===== config.mk =====
export PLATFORM = sky130hd
export DESIGN_NAME = rf_wb_arbiter
export DESIGN_NICKNAME = d
export VERILOG_FILES = /design/src/rtl/rf_pkg.sv /design/src/rtl/rr_arbiter.sv /design/src/rtl/rf_wb_arbiter.sv
export SDC_FILE = /design/constraint.sdc
export NUM_CORES = 1
export LEC_CHECK = 0
export ABC_AREA = 0
export BUFFER_PORTS_ARGS = -buffer_cell sky130_fd_sc_hd__buf_4
export CAP_MARGIN = 20
export CORE_ASPECT_RATIO = 1.75
export CORE_UTILIZATION = 52
export DETAILED_ROUTE_END_ITERATION = 8
export HOLD_SLACK_MARGIN = 0.02
export PLACE_DENSITY = 0.87
export SYNTH_ARGS = -nofsm -noshare
export SYNTH_HDL_FRONTEND = slang
export SYNTH_SLANG_ARGS = --single-unit

===== constraint.sdc =====
create_clock -name clk -period 5.39 [get_ports clk]
set_clock_uncertainty 0.1 [all_clocks]
set_input_delay 1.078 -clock clk [delete_from_list [all_inputs] [get_ports clk]]
set_output_delay 1.078 -clock clk [all_outputs]
set_load 0.01 [all_outputs]

===== src/rtl/rf_pkg.sv =====
// Shared constants for the register-file write-back path.
// Register map and width defaults used by rf_wb_arbiter and issue logic.
package rf_pkg;
  localparam int RF_AW    = 4;
  localparam int RF_DW    = 32;
  localparam int RF_NREGS = 16;
  localparam int REG_PC   = 15;
  localparam int REG_LR   = 14;
  localparam int REG_SP   = 13;
  localparam int RF_NREQ  = 3;
endpackage


===== src/rtl/rr_arbiter.sv =====
// Pointer-based round-robin arbiter: search starts after last_grant.
// Ports: req[N] in, last_grant in; grant (one-hot), idx, any out.
module rr_arbiter #(
  parameter int N  = 3,
  parameter int IW = 2
) (
  input  logic [N-1:0]  req,
  input  logic [IW-1:0] last_grant,
  output logic [N-1:0]  grant,
  output logic [IW-1:0] idx,
  output logic          any
);

  int pos;

  always_comb begin
    grant = '0;
    idx   = '0;
    any   = 1'b0;
    pos   = 0;
    for (int k = 1; k <= N; k++) begin
      pos = (int'(last_grant) + k) % N;
      if (!any && req[pos]) begin
        any        = 1'b1;
        grant[pos] = 1'b1;
        idx        = pos[IW-1:0];
      end
    end
  end

endmodule


===== src/rtl/rf_wb_arbiter.sv =====
// Write-back controller: round-robin share of the RF write port,
// one-cycle commit register, and a busy scoreboard for issue.
// Ports: clk, Reset; req_valid/rw/data -> req_ready;
// issue_valid/rd -> issue_ready; flush; rf_regwrite/rw/rfin; busy.
module rf_wb_arbiter
  import rf_pkg::*;
#(
  parameter int NREQ = RF_NREQ,
  parameter int DW   = RF_DW,
  parameter int AW   = RF_AW
) (
  input  logic                 clk,
  input  logic                 Reset,
  input  logic [NREQ-1:0]      req_valid,
  input  logic [NREQ*AW-1:0]   req_rw,
  input  logic [NREQ*DW-1:0]   req_data,
  output logic [NREQ-1:0]      req_ready,
  input  logic                 issue_valid,
  input  logic [AW-1:0]        issue_rd,
  output logic                 issue_ready,
  input  logic                 flush,
  output logic                 rf_regwrite,
  output logic [AW-1:0]        rf_rw,
  output logic [DW-1:0]        rf_rfin,
  output logic [RF_NREGS-1:0]  busy
);

  localparam int LW = (NREQ > 1) ? $clog2(NREQ) : 1;

  logic [NREQ-1:0]     grant;
  logic [LW-1:0]       gidx;
  logic [LW-1:0]       last_grant;
  logic                any;
  logic [AW-1:0]       win_rw;
  logic [DW-1:0]       win_data;
  logic [RF_NREGS-1:0] busy_nxt;

  rr_arbiter #(
    .N  (NREQ),
    .IW (LW)
  ) u_arb (
    .req        (req_valid),
    .last_grant (last_grant),
    .grant      (grant),
    .idx        (gidx),
    .any        (any)
  );

  assign req_ready = grant;
  assign win_rw    = req_rw[int'(gidx)*AW +: AW];
  assign win_data  = req_data[int'(gidx)*DW +: DW];

  // A register being written this cycle may be re-reserved at once.
  assign issue_ready = !busy[issue_rd] ||
                       (rf_regwrite && rf_rw == issue_rd);

  // Order matters: clear, then set (set wins), then flush (wins all).
  always_comb begin
    busy_nxt = busy;
    if (rf_regwrite)
      busy_nxt[rf_rw] = 1'b0;
    if (issue_valid && issue_ready)
      busy_nxt[issue_rd] = 1'b1;
    if (flush)
      busy_nxt = '0;
  end

  always_ff @(posedge clk or posedge Reset) begin
    if (Reset) begin
      last_grant  <= LW'(NREQ - 1);
      rf_regwrite <= 1'b0;
      rf_rw       <= '0;
      rf_rfin     <= '0;
      busy        <= '0;
    end else begin
      busy        <= busy_nxt;
      rf_regwrite <= any;
      if (any) begin
        last_grant <= gidx;
        rf_rw      <= win_rw;
        rf_rfin    <= win_data;
      end
    end
  end

endmodule

==> impl_metrics.json <==
{
  "finalSetupViolations": 0,
  "multi_input_comb_area_um2": 2380,
  "detailroute.via_count": 4468,
  "final_hold_violation_count": 0,
  "fillerInstances": 563,
  "syn_to_final_growth_pct": 36.4,
  "post-route-util_pct": 74.2,
  "place_ws_ps": 1720,
  "global_route_wire_length_before_repair_um": 23300,
  "synth_sequential_area_ratio_pct": 34.5,
  "via_per_inst": 6.90,
  "die_w_um": 68.2,
  "place.detailed.hpwl_um": 10500,
  "grt_antenna_before_repair": 0,
  "worst_slew_pin_slew_ps": 1010,
  "dpl-instance-area_um2": 5270,
  "floorplan.die.height_um": 118,
  "holdCritPathClass": "reg2reg",
  "ios": 176,
  "p_total_mw": 3.49,
  "max_slew_vio_count": 0,
  "yosys.cell_types.count": 53,
  "timing.critical_path.cells": "inv_1 > ha_1 > mux2i_1 > o21ai_0 > nor2_1 > nand3b_1 > nand2_1 > buf_4",
  "post_synth_most_frequent_cells": "dfrtp_1, and3_1",
  "clock_power_share_pct": 9.9,
  "crit_path_end_kind": "output pin",
  "cts_hold_buffers": 0,
  "static-leakage-power_nw": 2.69,
  "post_layout_nonfiller_instances": 648,
  "globalRouteOverflowTotal": 0,
  "clock_tree.htree_level_count": 2,
  "cts_sinks": 55,
  "main_synth_ff_type": "dfrtp_1",
  "synthesized_nets": 536,
  "status": "completed",
  "initial_core_util_pct": 54.4,
  "setup_ws_ps": 1580,
  "dr.pass1.iters": 5,
  "seq_power_share_pct": 21.0,
  "power_density_over_the_cells_nw_per_um2": 641,
  "ratio_of_final_minimum_period_to_clock_period_pct": 70.6,
  "synth.cell_area_um2": 3990,
  "rsz0062_at_grt": "no",
  "slew-limit-headroom_pct": 32.8,
  "ir_worst_vdd_mv": 0.386,
  "tns_ps": 0,
  "synth_cells": 413,
  "tritoncts.num_buffers": 5,
  "placement_rows": 41,
  "clk_transition_reported_paths_ps": 70,
  "cts_resized": 0,
  "synth_async_sr_flop_share_pct": 100,
  "internal_power_mw": 1.89,
  "gp_congestion": 1.04,
  "routed_wirelength_um": 14900,
  "timing.final.crit_period_ps": 3810,
  "root_buffer": "clkbuf_16",
  "grt_use_total_pct": 38.6,
  "placedCellCount": 639,
  "diodes": 0,
  "final_design_area_excluding_fillers_um2": 5450,
  "pwr-share-comb_pct": 69.0,
  "detail_route.drc_violations": 0,
  "worst_skew_pair.late_latency_ps": 300,
  "worst_setup_path_start_kind": "flip-flop",
  "postRouteAntennaNets": 0,
  "synth_area_per_cell_um2": 9.67,
  "cp_max_fo": 9,
  "wl_per_cell_um": 23.0,
  "synthTopCellsByArea": "dfrtp_1, a311o_1, a22o_1",
  "yosys_warnings": 0,
  "worst_path_max_delay_cell": "o21ai_0",
  "final_layout_size_suffix_gt1_share_pct": 36.8,
  "port_buffers": 175,
  "arrival_ps": 2630,
  "dieArea_um2": 8050,
  "grt_pass1_vias": 4523,
  "p_sw_share_pct": 45.8,
  "core-area_um2": 7340,
  "max-clock-path-buffers": 2,
  "clock.fmax_mhz": 263,
  "cts_setup_buffers": 0,
  "maxCapViolCount": 0,
  "nets": 684,
  "grt_start_max_net_pins": 56,
  "total_switching_power_mw": 1.60,
  "cp.required_ps": 4210,
  "drtIter0Drc": 420,
  "synthMostInstantiatedCell": "dfrtp_1",
  "postSynthRegisterBits": 55,
  "netlist.area_leader.share_pct": 33.8,
  "critPathKind": "reg2out",
  "seqCellArea_um2": 1380,
  "tritoncts_clock_tree": "yes",
  "yosys.area.top_type": "dfrtp_1",
  "synth-edff-count": 0,
  "hold-worst-slack_ps": 437,
  "critPathMaxStageDelay_ps": 660
}
==> final cells by class <==
class,count,area share (%)
Tap cell,86,1.98
Clock buffer,8,2.87
Multi-Input combinational cell,308,43.8
Sequential cell,55,25.3
Inverter,7,0.482
Timing Repair Buffer,184,25.6
==> logic make-up (layout without fill, tap and decap cells) <==
| kind of cell | Yosys count | in the layout | synth area share, % |
|---|---|---|---|
| AO/OA/AOI/OAI | 154 | 154 | 31.8 |
| AND/OR/NAND/NOR | 135 | 135 | 21.1 |
| adder cells (fa/ha/maj) | 4 | 4 | 1.25 |
| multiplexers | 11 | 11 | 4.29 |
| buffers and inverters | 50 | 199 | 6.11 |
| XOR/XNOR | 4 | 4 | 0.878 |
| flip-flops | 55 | 55 | 34.5 |
==> power groups by stage <==
stage	sequential, mW	combinational (mW)	clock, mW
after floorplan	0.751	1.63	0
after global placement	0.733	2.27	0
after detailed placement	0.734	2.32	0
after CTS	0.731	2.33	0.353
after global routing	0.751	2.58	0.365
final	0.734	2.41	0.346
==> placed cells by master, fill, tap and decap left out, types with 5 or more instances in the layout <==
cell type / n
buf_4: 183
o221ai_1: 12
nand2_1: 19
and4_1: 30
and3_1: 32
nand3_1: 18
nand3b_1: 6
nor2_1: 9
a22o_1: 30
dfrtp_1: 54
a21o_1: 30
inv_1: 5
a311o_1: 30
a31oi_1: 6
o21ai_0: 10
o22ai_1: 6
o211ai_1: 14
clkbuf_16: 5
==> sequential cells by signal, summed over array words and instances (netlist names) <==
| signal | flops |
|---|---|
| last_grant | 2 |
| rf_rfin | 32 |
| busy | 16 |
| rf_rw | 4 |
| rf_regwrite | 1 |
==> worst max-delay path, delay by kind of cell, from the launching register on <==
kind	cells	cell delay (ps)
AO/OA/AOI/OAI	1	660
flip-flops	1	540
AND/OR/NAND/NOR	3	400
adder cells (fa/ha/maj)	1	300
buffers and inverters	2	240
multiplexers	1	180
==> per-layer routing <==
| layer | up-vias | global-route usage, % | share of wire [%] |
|---|---|---|---|
| li1 | 1963 | - | - |
| met2 | 308 | 63.1 | 52 |
| met1 | 2134 | 42.1 | 34 |
| met4 | 0 | 20.1 | 4.7 |
| met5 | - | 0 | 0 |
| met3 | 63 | 13.2 | 9.6 |
==> final timing paths <==
kind | startpoint | to | slack, ps | depth (start not counted)
setup / recovery | last_grant[1] | req_ready[2] | 1580 | 8
hold / removal | last_grant[1] | last_grant[1] | 440 | 2
setup reg to reg | last_grant[1] | rf_rfin[20] | 1880 | 8
hold reg to reg | last_grant[1] | last_grant[1] | 440 | 2
max in group asynchronous | Reset | rf_rfin[17] | 3800 | 3
min in group asynchronous | Reset | rf_rfin[30] | 880 | 3
(Power assumes the default switching activity.)
